`config.mk`:
```
export PLATFORM = sky130hd
export DESIGN_NAME = cell_access_unit_flat
export DESIGN_NICKNAME = d
export VERILOG_FILES = /design/src/rtl/cpu_pkg.sv /design/src/rtl/cell_access_unit_if.sv /design/src/rtl/cell_access_unit.sv /design/src/flat_wrapper.sv
export SDC_FILE = /design/constraint.sdc
export NUM_CORES = 1
export LEC_CHECK = 0
export CAP_MARGIN = 0
export CORE_MARGIN = 1
export CORE_UTILIZATION = 48
export DETAILED_ROUTE_END_ITERATION = 6
export PLACE_DENSITY = 0.8
export SETUP_SLACK_MARGIN = 0.4
export SLEW_MARGIN = 30
export SYNTH_ARGS = -nofsm -noshare
export SYNTH_HDL_FRONTEND = slang
export SYNTH_SLANG_ARGS = --single-unit
```
`constraint.sdc`:
```
create_clock -name clock -period 2.22 [get_ports clock]
set_input_delay 0.444 -clock clock [delete_from_list [all_inputs] [get_ports clock]]
set_output_delay 0.444 -clock clock [all_outputs]
set_load 0.05 [all_outputs]
```
`src/rtl/cpu_pkg.sv`:
```
// Shared CPU-wide definitions: cell command encodings and the default cell/address widths
// used by both the ram block and the cell access unit.
package cpu_pkg;

  localparam int ADDR_BITS = 16;
  localparam int DATA_BITS = 8;

  typedef enum logic [1:0] {
    OP_READ  = 2'b00,
    OP_WRITE = 2'b01,
    OP_ADD   = 2'b10,
    OP_CLEAR = 2'b11
  } op_e;

endpackage

```
`src/rtl/cell_access_unit_if.sv`:
```
// Command/response handshake between the core datapath (master) and the cell access unit (slave).
// Both directions use valid/ready; a transfer happens on a clock edge where both are high.
interface cell_access_unit_if #(
  parameter int addr_bits = 16,
  parameter int data_bits = 8
);
  logic                 cmd_valid;
  logic                 cmd_ready;
  logic [1:0]           cmd_op;
  logic [addr_bits-1:0] cmd_address;
  logic [data_bits-1:0] cmd_data;
  logic                 rsp_valid;
  logic                 rsp_ready;
  logic [data_bits-1:0] rsp_data;
  logic                 rsp_zero;

  modport master (
    output cmd_valid, cmd_op, cmd_address, cmd_data, rsp_ready,
    input  cmd_ready, rsp_valid, rsp_data, rsp_zero
  );

  modport slave (
    input  cmd_valid, cmd_op, cmd_address, cmd_data, rsp_ready,
    output cmd_ready, rsp_valid, rsp_data, rsp_zero
  );
endinterface

```
`src/rtl/cell_access_unit.sv`:
```
// One-at-a-time READ/WRITE/ADD/CLEAR sequencer in front of the single-port ram; response after
// read_latency (READ), 1 (WRITE/CLEAR) or read_latency+1 (ADD) edges, held until rsp_ready.
module cell_access_unit
  import cpu_pkg::*;
#(
  parameter int addr_bits    = ADDR_BITS,
  parameter int data_bits    = DATA_BITS,
  parameter int read_latency = 1
) (
  input  logic                 clock,
  input  logic                 reset_n,
  cell_access_unit_if.slave    bus,
  output logic [addr_bits-1:0] mem_address,
  output logic                 mem_write_enable,
  output logic [data_bits-1:0] mem_wdata,
  input  logic [data_bits-1:0] mem_rdata
);
  if (read_latency < 1 || read_latency > 15) begin : g_latency_check
    $error("cell_access_unit: read_latency must be within 1..15");
  end

  typedef enum logic [1:0] {IDLE, READ_WAIT, WRITE, RESP} state_e;

  state_e               state_q, state_d;
  logic [3:0]           cnt_q, cnt_d;
  logic [1:0]           op_q, op_d;
  logic [data_bits-1:0] data_q, data_d;
  logic [addr_bits-1:0] addr_d;
  logic                 we_d;
  logic [data_bits-1:0] wdata_d;
  logic                 rsp_valid_q, rsp_valid_d;
  logic [data_bits-1:0] rsp_data_q, rsp_data_d;
  logic                 rsp_zero_q, rsp_zero_d;

  assign bus.cmd_ready = (state_q == IDLE) && reset_n;
  assign bus.rsp_valid = rsp_valid_q;
  assign bus.rsp_data  = rsp_data_q;
  assign bus.rsp_zero  = rsp_zero_q;

  always_comb begin
    state_d     = state_q;
    cnt_d       = cnt_q;
    op_d        = op_q;
    data_d      = data_q;
    addr_d      = mem_address;
    we_d        = mem_write_enable;
    wdata_d     = mem_wdata;
    rsp_valid_d = rsp_valid_q;
    rsp_data_d  = rsp_data_q;
    case (state_q)
      IDLE: begin
        if (bus.cmd_valid) begin
          op_d   = bus.cmd_op;
          data_d = bus.cmd_data;
          addr_d = bus.cmd_address;
          case (bus.cmd_op)
            OP_READ, OP_ADD: begin
              cnt_d   = 4'(read_latency);
              state_d = READ_WAIT;
            end
            OP_WRITE: begin
              wdata_d = bus.cmd_data;
              we_d    = 1'b1;
              state_d = WRITE;
            end
            default: begin
              wdata_d = '0;
              we_d    = 1'b1;
              state_d = WRITE;
            end
          endcase
        end
      end
      READ_WAIT: begin
        cnt_d = cnt_q - 4'd1;
        if (cnt_q == 4'd1) begin
          // ADD turns the captured read into a one-cycle write-back of the wrapped sum
          if (op_q == OP_ADD) begin
            wdata_d = mem_rdata + data_q;
            we_d    = 1'b1;
            state_d = WRITE;
          end else begin
            rsp_data_d  = mem_rdata;
            rsp_valid_d = 1'b1;
            state_d     = RESP;
          end
        end
      end
      WRITE: begin
        we_d        = 1'b0;
        rsp_data_d  = mem_wdata;
        rsp_valid_d = 1'b1;
        state_d     = RESP;
      end
      RESP: begin
        if (bus.rsp_ready) begin
          rsp_valid_d = 1'b0;
          state_d     = IDLE;
        end
      end
      default: state_d = IDLE;
    endcase
    rsp_zero_d = (rsp_data_d == '0);
  end

  always_ff @(posedge clock or negedge reset_n) begin
    if (!reset_n) begin
      state_q          <= IDLE;
      cnt_q            <= '0;
      op_q             <= '0;
      data_q           <= '0;
      mem_address      <= '0;
      mem_write_enable <= 1'b0;
      mem_wdata        <= '0;
      rsp_valid_q      <= 1'b0;
      rsp_data_q       <= '0;
      rsp_zero_q       <= 1'b0;
    end else begin
      state_q          <= state_d;
      cnt_q            <= cnt_d;
      op_q             <= op_d;
      data_q           <= data_d;
      mem_address      <= addr_d;
      mem_write_enable <= we_d;
      mem_wdata        <= wdata_d;
      rsp_valid_q      <= rsp_valid_d;
      rsp_data_q       <= rsp_data_d;
      rsp_zero_q       <= rsp_zero_d;
    end
  end
endmodule

```
`src/flat_wrapper.sv`:
```
// flat-port wrapper written by rule: the top's interface ports become plain ports
module cell_access_unit_flat import cpu_pkg::*;
#(
  parameter int addr_bits    = ADDR_BITS,
  parameter int data_bits    = DATA_BITS,
  parameter int read_latency = 1
)
  (clock, reset_n, mem_address, mem_write_enable, mem_wdata, mem_rdata, bus_cmd_valid, bus_cmd_op, bus_cmd_address, bus_cmd_data, bus_rsp_ready, bus_cmd_ready, bus_rsp_valid, bus_rsp_data, bus_rsp_zero);
  cell_access_unit_if #(.addr_bits(addr_bits), .data_bits(data_bits)) bus_i ();
  input  logic clock;
  input  logic reset_n;
  output logic [addr_bits-1:0] mem_address;
  output logic mem_write_enable;
  output logic [data_bits-1:0] mem_wdata;
  input  logic [data_bits-1:0] mem_rdata;
  input wire logic [$bits(bus_i.cmd_valid)-1:0] bus_cmd_valid;
  input wire logic [$bits(bus_i.cmd_op)-1:0] bus_cmd_op;
  input wire logic [$bits(bus_i.cmd_address)-1:0] bus_cmd_address;
  input wire logic [$bits(bus_i.cmd_data)-1:0] bus_cmd_data;
  input wire logic [$bits(bus_i.rsp_ready)-1:0] bus_rsp_ready;
  output wire logic [$bits(bus_i.cmd_ready)-1:0] bus_cmd_ready;
  output wire logic [$bits(bus_i.rsp_valid)-1:0] bus_rsp_valid;
  output wire logic [$bits(bus_i.rsp_data)-1:0] bus_rsp_data;
  output wire logic [$bits(bus_i.rsp_zero)-1:0] bus_rsp_zero;
  assign bus_i.cmd_valid = bus_cmd_valid;
  assign bus_i.cmd_op = bus_cmd_op;
  assign bus_i.cmd_address = bus_cmd_address;
  assign bus_i.cmd_data = bus_cmd_data;
  assign bus_i.rsp_ready = bus_rsp_ready;
  assign bus_cmd_ready = bus_i.cmd_ready;
  assign bus_rsp_valid = bus_i.rsp_valid;
  assign bus_rsp_data = bus_i.rsp_data;
  assign bus_rsp_zero = bus_i.rsp_zero;
  cell_access_unit #(.addr_bits(addr_bits), .data_bits(data_bits), .read_latency(read_latency)) u_core (.clock(clock), .reset_n(reset_n), .bus(bus_i), .mem_address(mem_address), .mem_write_enable(mem_write_enable), .mem_wdata(mem_wdata), .mem_rdata(mem_rdata));
endmodule
```
==> impl_results.md <==
- Worst EP required: 2470 ps
- Initial DRT Pass Iterations: 5
- Vias in the first global route: 2322
- Antenna violations before repair: 0
- Hold_ws: 257 ps
- Final Hold Vio Count: 0
- Number of synthesized flops with an enable pin: 0
- Post-synthesis async set-or-reset flop share: 100%
- Ant. Diodes: 0
- Post-synth top area share: 47.8%
- CTS tree: done
- Area delta synth->final: 49.8%
- Clock buffer depth: 2
- Top FF cell, synth: dfrtp_1
- CTS Root Cell: clkbuf_8
- P_sw: 3.21 mW
- Final cell count without fillers: 424
- Core Util, Final: 76.4%
- Syn Nets: 296
- Area contributors post-synth: dfrtp_1 48%, mux2_2 11%, ha_1 6.6%
- Leak: 1.88 nW
- Worst R2R Setup Slack: 90 ps
- Mapped Cells: 243
- Crit path from: u_core.state_q[0]
- Row count: 26
- Starting Density: 51.0%
- Flop pwr share: 24.5%
- Crit path kind: flip-flop to flip-flop
- Num ports: 74
- Crit-path max FO: 4
- Core ar.: 5240 um2
- Final #Nets: 406
- Residual DRC: 0
- CTS sink count: 51
- ANT nets after route: 0
- Internal power: 3.64 mW
- Total gr overflow: 0
- Cts bufs inserted: 5
- Post-detail-place hpwl: 4730 um
- Synthesized area: 2670 um2
- Total GRT Usage: 24.1%
- Sw Ratio: 46.8%
- Die X: 76.6 um
- Setup violations, final: 0
- Largest net degree at the start of global routing: 52
- H-tree depth: 2
- Sequential share of the synthesized area: 47.8%
- Die area: 5870 um2
- Placer Congestion: 0.917
- Design area: 4000 um2
- Setup total negative slack: 0 ps
- DRT iter0 DRCs: 225
- Peak supply drop: 0.816 mV
- FF-to-FF Start: u_core.state_q[0]
- Pre-CTS WS: -187 ps
- Vias: 2333
- Layout cell share with drive strength beyond 1: 28.8%
- FMAX: 470 MHz
- Clock network power share: 9.6%
- R2R Path End: u_core.bus.rsp_zero
- Placed insts: 396
- DR WL/cell: 16.4 um
- Via/cell ratio: 5.50
- Detailed Route WL: 6970 um
- RSZ-0062 raised after global routing: true
- Logic pwr share: 65.9%
- Slew margin rel.: 56.2%
- Syn Area/Cell: 11.0 um2
- Status: completed
- Minimum clock period: 2130 ps
- Hold WC Path Type: input pin to asynchronous set/reset pin
- Post-route setup slack: 90.2 ps
- Worst Setup EP: u_core.bus.rsp_zero
- Number of synthesis warnings: 0
- P per Cell Area: 1710 nW/um2
- Slew Limit Fails: 0
- Tcrit/Tclk final: 95.9%
- Max_cap viols: 0
- R2R cell count: 8
- Post-synth cell types: 46
- First-pass GRT wire length: 11200 um
- CTS clk-pin slew, worst paths: 100 ps
- Worst setup SP type: flip-flop
- # hold bufs at CTS: 0
- Worst-Margin Slew: 657 ps
- Worst Setup End Kind: flip-flop
- Worst Skew: 6.45 ps
- Arrival time worst endpoint: 2380 ps
- I/O Buffers: 73
- Worst-Skew Late Latency: 310 ps
- Cell taking the most area after synthesis: dfrtp_1
- Overall power: 6.85 mW
- #FFs+latches synth: 51
- Dpl cell area: 3640 um2
- Chip height: 76.6 um
-- layout make-up --
class                           count  area, um2
Clock buffer                        5       68.8
Clock inverter                      3       43.8
Fill cell                         354       1230
Inverter                           19       75.1
Multi-Input combinational cell    164       1430
Sequential cell                    51       1280
Tap cell                           70       87.6
Timing Repair Buffer              112       1020
-- flip-flops by register name, indices dropped and copies added, names as in the netlist --
name	cells
u_core.bus.rsp_data	8
u_core.bus.rsp_valid	1
u_core.bus.rsp_zero	1
u_core.cnt_q	4
u_core.data_q	8
u_core.mem_address	16
u_core.mem_wdata	8
u_core.mem_write_enable	1
u_core.op_q	2
u_core.state_q	2
-- worst max-delay path, stage by stage (launching register included) --
cell and delay [ps]:
dfrtp_1 400, inv_2 70, ha_4 290, clkinvlp_4 100, buf_6 120, a22o_1 190
a311o_1 340, nor4_2 320, and4bb_1 230
-- how the worst min path moves through the flow --
stage	start	to	slack, ps	cells after the start
after floorplan	reset_n	u_core.bus.rsp_data[0]	150	0
after global placement	u_core.op_q[0]	u_core.op_q[0]	480	1
after detailed placement	u_core.op_q[0]	u_core.op_q[0]	490	1
after CTS	reset_n	u_core.cnt_q[2]	310	2
after global routing	reset_n	u_core.bus.rsp_zero	320	2
final	reset_n	u_core.bus.rsp_data[4]	260	2
-- Yosys cell counts, types with 2 or more instances --
master,n
a211o_1,2
a21oi_1,13
a22o_1,8
a22oi_1,8
a2bb2oi_1,2
a311o_1,6
and2_1,3
buf_1,2
buf_2,2
clkbuf_1,4
dfrtp_1,51
ha_1,14
inv_1,19
mux2_2,26
mux2i_1,3
nand2_1,22
nand3_1,3
nor2_1,6
nor3_1,3
o2111ai_1,2
o21ai_0,12
o21ai_1,3
o31ai_1,3
xnor2_1,3
xor2_1,2
-- metal layers --
layer | GRT usage (%) | vias up | wire, um | part of all wire [%]
met5 | 0 | - | 0 | 0
met4 | 7.31 | 0 | 158 | 2.3
met3 | 4.67 | 16 | 426 | 6.1
met2 | 40.5 | 96 | 3520 | 50
met1 | 31.4 | 1119 | 2860 | 41
li1 | - | 1102 | - | -
-- power by group through the flow --
stage                     Combinational [mW]  Clock (mW)  Sequential, mW
after floorplan                         1.80           0            2.63
after global placement                  3.95           0            1.66
after detailed placement                4.01           0            1.68
after CTS                               4.18       0.673            1.66
after global routing                    4.82       0.707            1.73
final                                   4.51       0.659            1.68
-- layout by cell type, fill, tap and decap left out, drive strengths merged, types with 13 or more instances in the layout --
cell type,netlist,routed
mux2,26,26
clkdlybuf4s50,0,30
buf,5,41
a21oi,13,13
dlygate4sd2,0,36
o21ai,15,15
dfrtp,51,51
inv,19,18
ha,14,14
nand2,22,22
-- timing repair --
item | CTS | global route
setup buffers | 12 | 8
pin swaps | 10 | 10
endpoints found under the setup margin | 48 | 19
resized for setup | 57 | 15
-- kinds of logic (layout without fill, tap and decap cells) --
family,count (synthesis),in the layout,synth area share (%)
buffers and inverters,28,139,4.31
AND/OR/NAND/NOR,46,46,8.80
AO/OA/AOI/OAI,69,69,18.1
multiplexers,29,29,12.1
adder cells (fa/ha/maj),15,15,7.30
XOR/XNOR,5,5,1.64
flip-flops,51,51,47.8
(Power assumes the default switching activity.)
